`src/rtl/flag_scoreboard.sv`:
```
// flag_scoreboard: issue-side hazard controller for the flags register.
// Tracks in-flight flag writers, stalls flag/carry readers on RAW hazards,
// aligns each writer's carry select with its write-back cycle, kills young
// writers on flush and counts stall cycles (saturating).
// Optional feature: define FLAG_FWD_EN to let a reader issue while the only
// pending writer is in its write-back stage, selecting forwarded ALU flags.
module flag_scoreboard #(
  parameter int unsigned FLAG_LATENCY = 3,
  parameter int unsigned KILL_DEPTH   = 2,
  parameter int unsigned CNT_WIDTH    = 16
) (
  input  logic                 clk,
  input  logic                 rst_n,
  input  logic                 dec_valid,
  input  logic                 dec_writes_flags,
  input  logic                 dec_reads_flags,
  input  logic [1:0]           dec_carry_sel,
  input  logic                 flush,
  output logic                 dec_ready,
  output logic                 flags_we,
  output logic [1:0]           carry_sel_wb,
  output logic                 fwd_sel,
  output logic [CNT_WIDTH-1:0] stall_count
);

  localparam int unsigned L    = FLAG_LATENCY;
  localparam int          KILL = int'(KILL_DEPTH);

  logic [L-1:0]      pend;
  logic [L-1:0]      pendNext;
  logic [L-1:0][1:0] cs;
  logic [L-1:0][1:0] csNext;
  logic              haz;
  logic              issue;
  logic              push;
  logic              stallInc;

  // Hazard: with forwarding the write-back stage is not a hazard
`ifdef FLAG_FWD_EN
  assign haz = dec_reads_flags & (pend[L-2:0] != '0);
`else
  assign haz = dec_reads_flags & (pend != '0);
`endif

  assign dec_ready    = ~haz & ~flush;
  assign issue        = dec_valid & dec_ready;
  assign push         = issue & dec_writes_flags;
  assign stallInc     = dec_valid & ~dec_ready & ~flush;
  assign flags_we     = pend[L-1];
  assign carry_sel_wb = pend[L-1] ? cs[L-1] : 2'b00;

  // Next scoreboard: kill the youngest stages on flush, then shift and push
  always_comb begin
    pendNext = '0;
    csNext   = '0;
    for (int i = 1; i < int'(L); i++) begin
      if (pend[i-1] && !(flush && ((i - 1) < KILL))) begin
        pendNext[i] = 1'b1;
        csNext[i]   = cs[i-1];
      end
    end
    if (push) begin
      pendNext[0] = 1'b1;
      csNext[0]   = dec_carry_sel;
    end
  end

  // Scoreboard and saturating stall counter
  always_ff @(posedge clk) begin
    if (!rst_n) begin
      pend        <= '0;
      cs          <= '0;
      stall_count <= '0;
    end else begin
      pend <= pendNext;
      cs   <= csNext;
      if (stallInc && (stall_count != '1)) begin
        stall_count <= stall_count + CNT_WIDTH'(1);
      end
    end
  end

`ifdef FLAG_FWD_EN
  // Reader issued against a writer in its write-back stage takes forwarded flags
  always_ff @(posedge clk) begin
    if (!rst_n) begin
      fwd_sel <= 1'b0;
    end else begin
      fwd_sel <= issue & dec_reads_flags & pend[L-1];
    end
  end
`else
  assign fwd_sel = 1'b0;
`endif

endmodule

```
`config.mk`:
```
export PLATFORM = sky130hd
export DESIGN_NAME = flag_scoreboard
export DESIGN_NICKNAME = d
export VERILOG_FILES = /design/src/rtl/flag_scoreboard.sv
export SDC_FILE = /design/constraint.sdc
export NUM_CORES = 1
export LEC_CHECK = 0
export CORE_AREA = 3 3 52 54
export DETAILED_ROUTE_END_ITERATION = 7
export DIE_AREA = 0 0 55 57
export DONT_BUFFER_PORTS = 1
export GPL_TIMING_DRIVEN = 0
export PLACE_DENSITY = 0.67
export RECOVER_POWER = 50
export SETUP_SLACK_MARGIN = 0.15
export SYNTH_ARGS = -nofsm -noshare
export SYNTH_HDL_FRONTEND = slang
export SYNTH_SLANG_ARGS = --single-unit
```
`constraint.sdc`:
```
create_clock -name clk -period 1.4 [get_ports clk]
set_input_delay 0.28 -clock clk [delete_from_list [all_inputs] [get_ports clk]]
set_output_delay 0.28 -clock clk [all_outputs]
set_load 0.01 [all_outputs]
```
==> summary.md, run 1 <==
| Metric | Value |
|---|---|
| Status | finished, violations left |
| Failing checks | setup timing |
| Mux cell area share after synthesis | 5.02% |
| Critical path arrival | 1770 ps |
| Final worst slack | -135 ps |
| Synth Area in XOR/XNOR | 0% |
| Dominant cells by area after synthesis | dfxtp_1, mux2i_1, nand2_1 |
| Chip height | 57 µm |
| Vias | 1,091 |
| Worst setup EP type | register |
| Post-Synth Adder-Cell Area | 1.04% |
| Main combinational cell family by area after synthesis | simple AND/OR/NAND/NOR gates |
| CTS buffer count | 3 |
| Main synth FF type | dfxtp_1 |
| Final hold slack | 68.0 ps |
| Hold Vio Cnt, Final | 0 |
| H-Tree Depth | 1 |
| Crit path kind | register to register |
| Number of global-route vias before repair | 1,060 |
| Simple-Gate Fraction of Synth Area | 31.8% |
| Post-synth top area share | 41.8% |
| Tmin final | 1540 ps |
| Post-Synthesis Cell Area | 1200 µm² |
| Syn Nets | 138 |
| DP HPWL | 1870 µm |
| WL final | 2940 µm |
| PortBufs | 0 |
| Seq/Total Area, Yosys | 41.8% |
| Post-synthesis async set-or-reset flop share | 0% |
| Antenna viol nets, final | 0 |
| Pre-CTS worst setup slack | -218 ps |
| Initial DRC Count | 33 |
| GRT Total Usage | 21.4% |
| Clock transition at the registers of the reported paths | 150 ps |
| YS warnings | 0 |
| Area of the multi-input gates | 820 µm² |
| Antenna Cells | 0 |
| Core Rows | 17 |
| First-pass GRT wire length | 5120 µm |
| Slew @ Worst Pin | 545 ps |
| Hold WC Path Type | primary input to register |
| Layout cell share with drive strength beyond 1 | 43.9% |
| Yosys top cell by area | dfxtp_1 |
| Mean Syn Cell Area | 9.28 µm² |
| Startpoint types | register |
| Critical Path RT | 1630 ps |
| Largest net degree at the start of global routing | 16 |
| Max-slew violation count | 0 |
| Number of fill cells | 169 |
| I/O Pins | 29 |
| Cells on worst reg2reg path | 5 |
| Setup_tns | -919 ps |
| Hold buffers post-CTS | 0 |
| RePlAce Congestion | 0.851 |
| Final setup fails | 16 |
| PnR Total Power | 1070 µW |
| Placed Area | 1320 µm² |
| GRT overflow | 0 |
| Die W | 55 µm |
| Worst R2R Setup Slack | -140 ps |
| Lkg Pwr | 0.000591 µW |
| Core area | 2250 µm² |
| RSZ-0062 raised after global routing | true |
| Complex-gate fraction of the synthesized area | 16.6% |
| Vias/cell | 6.20 |
| Hold Crit Depth | 1 |
| Maximum VDD drop | 0.621 mV |
| Relative slew slack | 63.7% |
| Design area | 1610 µm² |
| Clock insertion delay at the later pin of the skew report | 320 ps |
| Final clock skew | 2.46 ps |
| Antenna violations before repair | 0 |
| First-pass detailed-route iteration total | 5 |
| Cell count after synthesis | 129 |
| P per Cell Area | 665 nW/µm² |
| Max clock buf depth | 2 |
| Clk sinks | 25 |
| Max Clock Freq | 651 MHz |
| Root Driver | clkbuf_4 |
| Post-synth cell types | 41 |
| Max-cap violation count | 0 |
| Die ar. | 3140 µm² |
| Wire per inst | 16.7 µm |
| Fin nets | 158 |
| Synthesized flop and latch total | 25 |
| Crit-path max FO | 7 |
| Drt drc | 0 |
| Register area | 567 µm² |
| Syn-to-layout area delta | 34.6% |
| CTS tree | yes |
| Final worst-path cycle share | 110% |
| Initial Utilization | 53.1% |
| Post-synth EDFFs | 0 |
## through the flow
stage                     utilization, %  instances
after floorplan                        -        129
after global placement              58.6        157
after detailed placement            58.6        157
after CTS                           68.8        173
after global routing                71.5        176
final                               71.5        176
## layout by cell type (no fill, tap or decap), drive strengths merged, types with 2 or more instances in the layout
| master | Yosys | routed |
|---|---|---|
| and4 | 2 | 2 |
| nor2b | 2 | 2 |
| nand2b | 5 | 5 |
| and2 | 7 | 7 |
| or4 | 4 | 4 |
| o31a | 2 | 2 |
| nand3 | 9 | 9 |
| a21oi | 4 | 4 |
| nand2 | 15 | 15 |
| nor3 | 3 | 3 |
| buf | 2 | 16 |
| o21ai | 4 | 4 |
| clkbuf | 2 | 5 |
| and3 | 5 | 5 |
| a211oi | 4 | 4 |
| dfxtp | 25 | 25 |
| o41ai | 3 | 3 |
| nor2 | 2 | 2 |
| o311ai | 2 | 2 |
| inv | 4 | 5 |
| mux2i | 6 | 6 |
| o31ai | 3 | 3 |
| nand4 | 3 | 4 |
## path summary, 6_finish.rpt
kind / from / end
worst max-delay path: stall_count[2] / stall_count[15]
worst min register to register: cs[1] / cs[3]
worst min-delay path: dec_carry_sel[1] / cs[1]
worst max register to register: stall_count[2] / stall_count[15]
## cell families (layout without fill, tap and decap cells)
kind of cell / count (synthesis) / after routing
and+or+nand+nor: 61 / 62
AOI/OAI and AO/OA: 27 / 27
DFF: 25 / 25
buffers and inverters: 8 / 26
muxes: 6 / 6
adders and majority gates: 1 / 1
other: 1 / 1
## what timing repair did
item                       in CTS  in global routing
setup buffers                  11                  3
pin swaps                      15                  8
setup endpoints to repair      17                 17
gates resized for setup        28                  9
gates cloned                    1                  0
## power by group
part	internal (µW)	total, µW	leakage (µW)	switching, µW
Combinational	16.4	47.8	0.000356	31.3
Clock	111	341	0.0000183	230
Sequential	681	683	0.000216	2.10
## synthesized netlist by cell type, types with 2 or more instances
| cell | instances |
|---|---|
| nor2b_1 | 2 |
| clkbuf_1 | 2 |
| mux2i_1 | 6 |
| or4_1 | 4 |
| nand3_2 | 2 |
| o311ai_1 | 2 |
| nor2_1 | 2 |
| nand2b_1 | 5 |
| a211oi_1 | 4 |
| nor3_1 | 3 |
| a21oi_1 | 4 |
| dfxtp_1 | 25 |
| inv_1 | 4 |
| o41ai_1 | 3 |
| o21ai_0 | 4 |
| nand3_1 | 7 |
| and3_1 | 4 |
| nand2_1 | 14 |
| and2_1 | 7 |
| o31ai_1 | 3 |
| nand4_1 | 2 |
## flip-flops by register name, summed over array words and instances (netlist names)
signal and count:
pend 3, stall_count 16, cs 6
## cell type report
class                   instances  area share (%)
multi-input cells              97            50.9
flip-flops and latches         25            35.2
repair buffers                 14            7.45
well taps                      28            2.17
plain buffers                   4            1.63
clock buffers                   3            1.40
inverters                       4           0.932
clock inverters                 1           0.388
## critical path, cell delays in order (launching register included)
cell     delay (ps)
dfxtp_4         400
and4_4          230
nor4b_4         140
buf_4           140
or4_1           400
o211a_1         140
## per-layer routing
metal,part of all wire [%],global-route usage [%],vias to the layer above,wire length [µm]
li1,-,-,526,-
met4,0.51,5.21,0,15
met3,6.0,3.92,2,178
met2,50,33.8,38,1470
met5,0,0,-,0
met1,43,29.7,525,1280
No activity file was read; power rests on OpenSTA's default activity.
==> run 2: changes to the inputs <==
--- a/config.mk
+++ b/config.mk
@@ -9,7 +9,6 @@
 export DETAILED_ROUTE_END_ITERATION = 7
 export DIE_AREA = 0 0 55 57
 export DONT_BUFFER_PORTS = 1
-export GPL_TIMING_DRIVEN = 0
 export PLACE_DENSITY = 0.67
 export RECOVER_POWER = 50
 export SETUP_SLACK_MARGIN = 0.15
==> summary.md, run 2 (same netlist as run 1, synthesis figures left out) <==
| Metric | Value |
|---|---|
| Final worst-path cycle share | 110% (+0.42 points) |
| Largest regs | stall_count x16, cs x6, pend x3 |
| RSZ-0062 raised after global routing | true |
| Die W | 55 µm (unchanged) |
| Max clock buf depth | 2 (unchanged) |
| Slowest-stage cell, CP | dfxtp_2 |
| PortBufs | 0 (unchanged) |
| Hold Crit Depth | 2 (+1) |
| CP bufs+invs | 1 (unchanged) |
| Max-cap violation count | 0 (unchanged) |
| Largest register by flop count | stall_count |
| Placed Area | 1570 µm² (+19%) |
| Placed Instances | 188 (+20%) |
| Worst setup EP type | output pin |
| WL final | 4300 µm (+46%) |
| Initial Utilization | 53.1% (unchanged) |
| Commonest non-fill, non-tap cell in the layout | buf_4 |
| Antenna viol nets, final | 0 (unchanged) |
| Worst R2R Setup Slack | -130 ps (about the same) |
| Die ar. | 3140 µm² (unchanged) |
| Register area | 547 µm² (-3.5%) |
| Startpoint types | register |
| Status | finished, violations left |
| Worst path depth | 3 (-2) |
| Max reg flops | 16 (unchanged) |
| Pre-CTS worst setup slack | -109 ps (+109 ps) |
| Antenna violations before repair | 0 (unchanged) |
| GRT Total Usage | 26.9% (+5.5 points) |
| Crit-path max FO | 2 (-5) |
| Maximum VDD drop | 0.579 mV (-6.8%) |
| Critical path arrival | 1260 ps (-510 ps) |
| Largest net degree at the start of global routing | 22 (+6) |
| Number of fill cells | 111 (-34%) |
| Max stage delay on crit path | 360 ps (-40 ps) |
| Wire per inst | 21.0 µm (+25%) |
| Clk sinks | 25 (unchanged) |
| RePlAce Congestion | 0.803 (-5.7%) |
| Final setup fails | 15 (-1) |
| Max-slew violation count | 0 (unchanged) |
| Number of global-route vias before repair | 1,240 (+17%) |
| Lkg Pwr | 0.000765 µW (+30%) |
| Final hold slack | 29.6 ps (-38.3 ps) |
| Hold buffers post-CTS | 0 (unchanged) |
| Final clock skew | 5.22 ps (+2.76 ps) |
| Layout cell share with drive strength beyond 1 | 61.0% (+17 points) |
| Commonest cells after routing, fill and taps aside | buf_4, buf_6, nand2_1 |
| Vias | 1,286 (+18%) |
| Syn-to-layout area delta | 65.3% |
| Clock insertion delay at the later pin of the skew report | 340 ps (+20 ps) |
| Failing checks | setup timing |
| Clock transition at the registers of the reported paths | 160 ps (about the same) |
| H-Tree Depth | 1 (unchanged) |
| Core area | 2250 µm² (unchanged) |
| I/O Pins | 29 (unchanged) |
| CTS buffer count | 3 (unchanged) |
| Fin nets | 187 (+18%) |
| Area of the multi-input gates | 913 µm² (+11%) |
| First-pass GRT wire length | 6140 µm (+20%) |
| Crit path kind | register to output pin |
| Root Driver | clkbuf_4 |
| Chip height | 57 µm (unchanged) |
| First-pass detailed-route iteration total | 4 (-1) |
| DP HPWL | 2290 µm (+22%) |
| P per Cell Area | 563 nW/µm² (-15%) |
| Final worst slack | -141 ps (-5.84 ps) |
| Design area | 1980 µm² (+23%) |
| GRT overflow | 0 (unchanged) |
| Delay-heaviest family, CP | flip-flops |
| Initial DRC Count | 36 (+9.1%) |
| Max Clock Freq | 649 MHz (-0.38%) |
| Tmin final | 1540 ps (+5.84 ps) |
| Hold Vio Cnt, Final | 0 (unchanged) |
| Drt drc | 0 (unchanged) |
| Post-route insts no fill | 205 (+16%) |
| CTS tree | yes |
| Core Rows | 17 (unchanged) |
| Vias/cell | 6.27 (+1.2%) |
| Cells on worst reg2reg path | 6 (+1) |
| Critical Path RT | 1120 ps (-510 ps) |
| Hold WC Path Type | primary input to register |
| Crit-path cells | o31a_4 -> buf_6 -> nor2_4 |
| Antenna Cells | 0 (unchanged) |
-- run 2: power breakdown --
group / internal, µW / leakage, µW / switching [µW]
clock: 112 / 0.0000183 / 255
combinational: 21.4 / 0.000533 / 27.4
sequential: 697 / 0.000214 / 1.73
-- run 2: timing repair --
action | CTS | global route
gates cloned | 1 | 0
endpoints found under the setup margin | 23 | 26
pin swaps | 20 | 6
resized for setup | 46 | 16
buffers inserted | 11 | 1
-- run 2: final cells by class --
| cell class | instances | share of cell area (%) |
|---|---|---|
| Multi-Input combinational cell | 97 | 46.1 |
| Sequential cell | 25 | 27.6 |
| Timing Repair Buffer | 47 | 22.1 |
| Tap cell | 28 | 1.77 |
| Clock buffer | 3 | 1.14 |
| Inverter | 4 | 0.885 |
| Clock inverter | 1 | 0.316 |
-- run 2: worst register-to-register path, delay by kind of cell, from the launching register on --
kind / cells / cell delay, ps
simple gates: 2 / 390
compound gates: 2 / 390
flops: 1 / 360
buf+inv: 2 / 280
-- run 2: path summary, 6_finish.rpt --
check	end	start
max reg2reg	stall_count[9]	stall_count[2]
min	stall_count[14]	rst_n
max	dec_ready	pend[2]
min reg2reg	cs[4]	cs[2]
-- run 2: stage by stage --
stage                     TNS, ps  util (%)  power [µW]
final                       -1110      87.8        1110
after CTS                    -358      84.1        1100
after detailed placement     -636      69.6         745
after global placement       -354      69.6         744
after floorplan              -112         -         743
after global routing        -1980      87.8        1150
-- run 2: metal layers --
layer / vias up / global-route usage [%] / share of wire [%]
li1: 572 / - / -
met1: 633 / 34.6 / 39
met2: 66 / 44.3 / 51
met3: 15 / 3.66 / 6.1
met4: 0 / 10.8 / 3.2
met5: - / 0 / 0
